==> config.mk <==
export PLATFORM = sky130hd
export DESIGN_NAME = count_err
export DESIGN_NICKNAME = d
export VERILOG_FILES = /design/src/rtl/count_err.sv
export SDC_FILE = /design/constraint.sdc
export NUM_CORES = 1
export LEC_CHECK = 0
export ABC_AREA = 1
export CORE_MARGIN = 3
export CORE_UTILIZATION = 23
export DETAILED_ROUTE_END_ITERATION = 8
export GPL_TIMING_DRIVEN = 1
export SYNTH_ARGS = -nofsm -noshare
export SYNTH_HDL_FRONTEND = slang
export SYNTH_SLANG_ARGS = --single-unit
==> constraint.sdc <==
create_clock -name clk -period 2.1 [get_ports clk]
set_input_delay 0.63 -clock clk [delete_from_list [all_inputs] [get_ports clk]]
set_output_delay 0.63 -clock clk [all_outputs]
set_load 0.03 [all_outputs]
==> src/rtl/count_err.sv <==
// 4-bit free-running up-counter exposing its current and previous value, with an
// optional injected sequencing fault at a chosen count (skip, hold or step back).
module count_err #(
  parameter int unsigned ERR_EN   = 1,
  parameter logic [3:0]  ERR_AT   = 4'd5,
  parameter int unsigned ERR_MODE = 0
) (
  input  logic       clk,
  input  logic       rst,
  output logic [3:0] count,
  output logic [3:0] prevcount
);

  localparam logic [3:0] AtPlus1 = ERR_AT + 4'd1;

  logic [3:0] r_count;
  logic [3:0] r_prevcount;
  // Set by a step-back fault so the immediate re-entry into ERR_AT steps normally.
  logic       r_back;

  logic       w_at;
  logic       w_fire;
  logic [3:0] w_count_next;
  logic       w_back_next;

  assign w_at = (r_count == ERR_AT);

  always_comb begin
    w_fire = 1'b0;
    if (ERR_EN != 0) begin
      case (ERR_MODE)
        1:       w_fire = w_at && (r_prevcount != r_count);
        2:       w_fire = w_at && !r_back && (r_prevcount != AtPlus1);
        default: w_fire = w_at;
      endcase
    end
  end

  always_comb begin
    w_count_next = r_count + 4'd1;
    if (w_fire) begin
      case (ERR_MODE)
        1:       w_count_next = r_count;
        2:       w_count_next = r_count - 4'd1;
        default: w_count_next = r_count + 4'd2;
      endcase
    end
  end

  always_comb begin
    w_back_next = 1'b0;
    if (ERR_MODE == 2) begin
      if (w_fire) begin
        w_back_next = 1'b1;
      end else if (w_at) begin
        w_back_next = 1'b0;
      end else begin
        w_back_next = r_back;
      end
    end
  end

  always_ff @(posedge clk) begin
    if (rst) begin
      r_count     <= 4'h0;
      r_prevcount <= 4'hF;
      r_back      <= 1'b0;
    end else begin
      r_count     <= w_count_next;
      r_prevcount <= r_count;
      r_back      <= w_back_next;
    end
  end

  assign count     = r_count;
  assign prevcount = r_prevcount;

endmodule

== After elaboration in Yosys (flattened, before gate mapping) ==
Cells that the tools add are included.
Widths: inputs -> output; s select.

* Input bits: 2
* Register bits after elaboration: 8
* Word-level logic and storage cells: 6

* Mux-type cells: 1
* Eq/ne operators: 1
* Add/subtract/negate cells: 2

{| class="wikitable"
|+ Operators with widths
! kind !! number
|-
| $add 4x1->4 const B || 1
|-
| $add 4x2->4 const B || 1
|-
| $eq 4x3->1 const B || 1
|-
| $mux 4 || 1
|}

== Longest topological paths before layout ==
Gate-level depths: netlist of run 1.

* Word-level depth: 2
* Depth in mapped cells: 7
* Depth with buffers taken out: 7

== Worst setup path before layout of run 1 ==
No wires, ideal clock.

* Path type: reg2reg
* From: reg r_count[0], in the netlist count[0]
* To: reg r_count[3], in the netlist count[3]
* Stages on the path, launching flop included: 7
* Clock period less this slack: 1.252 ns
* Data required time: 1.988 ns
* Path slack: 0.848 ns
* Data arrival time: 1.140 ns
* Setup time: 0.112 ns
* Path buffers: 0
* Cells stage by stage: dfxtp_1 > ha_1 > nand2_2 > nor2_4 > nand2_1 > nand2_1 > nor2_1

* Longest elaborated chain between the ends: 2

{| class="wikitable"
|+ RTL lines
! element !! RTL line !! source
|-
| start, declared || 16 || <nowiki>logic [3:0] r_count;</nowiki>
|-
| start signal, assigned || 69 || <nowiki>r_count <= w_count_next;</nowiki>
|-
| $add 4x1->4 (tied with other cells) || 40 || <nowiki>w_count_next = r_count + 4'd1;</nowiki>
|-
| $mux 4 (*) || 41 || <nowiki>if (w_fire) begin</nowiki>
|}

Every way passes the cells marked *; elsewhere a longest branch is shown, timed or not.
A chain may end at the register's enable or synchronous reset.

== Final worst setup path of run 1 ==
* From: reg r_count[2], in the netlist count[2]
* To: out count[2]

{| class="wikitable"
|+ RTL lines
! element !! RTL line !! source
|-
| end, declared || 10 || <nowiki>output logic [3:0] count,</nowiki>
|}

No word-level cell between the ends.

==> results of run 1 <==
synth_stat cells:
master / instances
ha_1: 3
or2_2: 1
nand2_1: 15
nor2_1: 7
dfxtp_1: 8
nand2_2: 1
nor2_4: 1
inv_1: 7
nand3_1: 2
timing repair:
action | CTS | global route
hold buffers | 0 | 0
endpoints found under the setup margin | 0 | 1
resized for setup | 0 | 1
power by group through the flow:
stage               Combinational, mW  Sequential, mW  Clock [mW]
finish                         0.0896           0.179       0.116
global route                   0.0984           0.181       0.124
CTS                            0.0906           0.179       0.118
detailed placement             0.0902           0.182           0
global placement               0.0900           0.181           0
floorplan                      0.0278           0.207           0
state kept, by name (all words and copies together), names as in the netlist:
signal and flops:
count 4, prevcount 4
per-stage QoR:
stage	setup slack [ps]	area [um2]	hold WS [ps]
6_report	63.1	474	535
5_1_grt	18.5	474	576
4_1_cts	15.6	472	536
3_5_place_dp	296	449	512
3_3_place_gp	331	449	519
2_1_floorplan	848	340	614
logic make-up (layout without fill, tap and decap cells):
logic type    Yosys count  in the layout  share of synthesized area (%)
simple gates           27             27                           34.2
buf+inv                 7             19                           7.72
flops                   8              8                           47.1
fa+ha+maj               3              3                           11.0
layout make-up:
| class | instances | share of cell area [%] |
|---|---|---|
| clock buffer | 3 | 4.75 |
| tap | 15 | 3.96 |
| inverter | 7 | 5.54 |
| timing repair buffer | 9 | 19.5 |
| sequential | 8 | 33.8 |
| multi-input combinational | 30 | 32.5 |
path summary, 6_finish.rpt:
path / start / end / slack (ps)
setup reg to reg: count[0] / count[3] / 950
hold reg to reg: count[1] / prevcount[1] / 530
hold / removal: count[1] / prevcount[1] / 530
setup / recovery: count[2] / count[2] / 60
worst reg2reg max path, cell delays in order, from the launching register on:
cell and delay [ps]:
dfxtp_1 470, ha_1 230, nand2_2 70, nor2_4 110, nand2_1 60, nand2_1 50
nor2_1 40
layer usage:
| metal | up-vias | wire, um | GRT usage, % |
|---|---|---|---|
| met4 | 0 | 0 | 1.81 |
| met3 | 0 | 40 | 4.88 |
| met5 | - | 0 | 0 |
| met1 | 127 | 314 | 8.54 |
| li1 | 157 | - | - |
| met2 | 8 | 296 | 11.5 |
==> impl_results.md, run 1 <==
* Run status: finished, final reports clean
* Final Cycle Share at 97.0%
* WL per Instance at 9.03 um
* Grt ovf at 0
* CP arrival at 1410 ps
* I/O Pins at 10
* Fmax at 0.491 GHz
* Clk slew on worst S/H paths at 60 ps
* Post-CTS Setup Inserts at 0
* First-pass GRT wire length at 1040 um
* Crit path max fanout at 6
* Buf/Inv on CP at 1
* Final Critical Period at 2040 ps
* Setup TNS at 0 ps
* Ys Warns at 0
* Seq pwr share at 46.4%
* Post-synth top area share at 47.1%
* Clock Power Share at 30.3%
* Unrepaired setup endpoints after global routing: false
* Largest cells by area after synthesis: dfxtp_1 (47%), nand2_1 (17%), ha_1 (11%)
* Final setup vio count at 0
* # diodes at 0
* Post-synth cell types at 9
* CTS H-Tree Depth at 1
* Net count after synthesis at 50
* Post-DP HPWL at 485 um
* Area leader, netlist: dfxtp_1
* Slew headroom at 78.7%
* Final total power at 0.385 mW
* Total track usage at 7.46%
* Worst EP required at 1470 ps
* Core area at 1350 um2
* Vias per Instance at 4.06
* Final Core Density at 35.1%
* Hold Path Class: reg -> reg
* Footprint of the multi-input gates at 154 um2
* Max Buffers Root-to-Sink at 2
* Power per Cell Area at 811 nW/um2
* Max VDD drop at 0.333 mV
* Non-filler cells, final at 72
* Commonest non-fill, non-tap cell in the layout: nand2_1
* Netlist area before placement at 340 um2
* Dpl cells at 69
* Sw frac at 30.2%
* FP Rows at 13
* Vias in the first global route at 262
* CTS root buffer: clkbuf_4
* Final nets at 64
* Sequential Area at 160 um2
* CTS tree: done
* # DRC at 0
* CP peak stage delay at 710 ps
* Gpl congestion at 0.700
* Highest-count cells in the layout ignoring fill and taps: nand2_1 (15), dfxtp_1 (8), clkdlybuf4s50_1 (8), inv_1 (7), nor2_1 (7)
* Net switching power at 0.116 mW
* Synth Register Bits at 8
* Final wirelength at 650 um
* Syn_area_per_cell at 7.56 um2
* Worst-Margin Slew at 318 ps
* Die Y at 44.5 um
* Layout cells sized above 1 at 10.5%
* P&R area growth vs syn at 39.3%
* Drt first-iter violations at 4
* Drt first pass iters at 2
* Initial core utilization at 25.2%
* Crit-path slowest cell: clkdlybuf4s50_1
* CP cell instances: clkdlybuf4s50_1
* Clock latency on the worst-skew pair at 260 ps
* Combinational power share at 23.3%
* FF-to-FF path depth at 6
* Largest net degree at the start of global routing at 9
* Antenna violations before repair at 0
* CTS Sinks at 8
* Number of CTS-inserted buffers at 3
* WS Path Type: reg -> out
* Worst setup EP type: output pin
* Via count at 292
* DIE AREA at 1980 um2
* Syn Inst Count at 45
* Post-route ant nets at 0
* Top delay family on crit path: buffers and inverters
* Die X at 44.5 um
* Max_cap viols at 0
* Final hold viol count at 0
* Startpoint class of the critical path: flop
* Max-slew violation count at 0
* Leakage Power at 0.230 nW
* Setup clock skew after layout at 10.2 ps
* Internal at 0.269 mW
* IO Port Bufs at 9
* Worst Hold Path Cells at 2
* Seq/Total Area, Yosys at 47.1%
* WP depth at 1
* Layout fillers at 140
Note: power is estimated with default switching activity, not from simulation.
==> run 2, diff against run 1 <==
--- a/config.mk
+++ b/config.mk
@@ -10,6 +10,7 @@
 export CORE_UTILIZATION = 23
 export DETAILED_ROUTE_END_ITERATION = 8
 export GPL_TIMING_DRIVEN = 1
+export SLEW_MARGIN = 20
 export SYNTH_ARGS = -nofsm -noshare
 export SYNTH_HDL_FRONTEND = slang
 export SYNTH_SLANG_ARGS = --single-unit
==> results of run 2 <==
No change in the layout: final DEF, timing and power equal those of run 1.
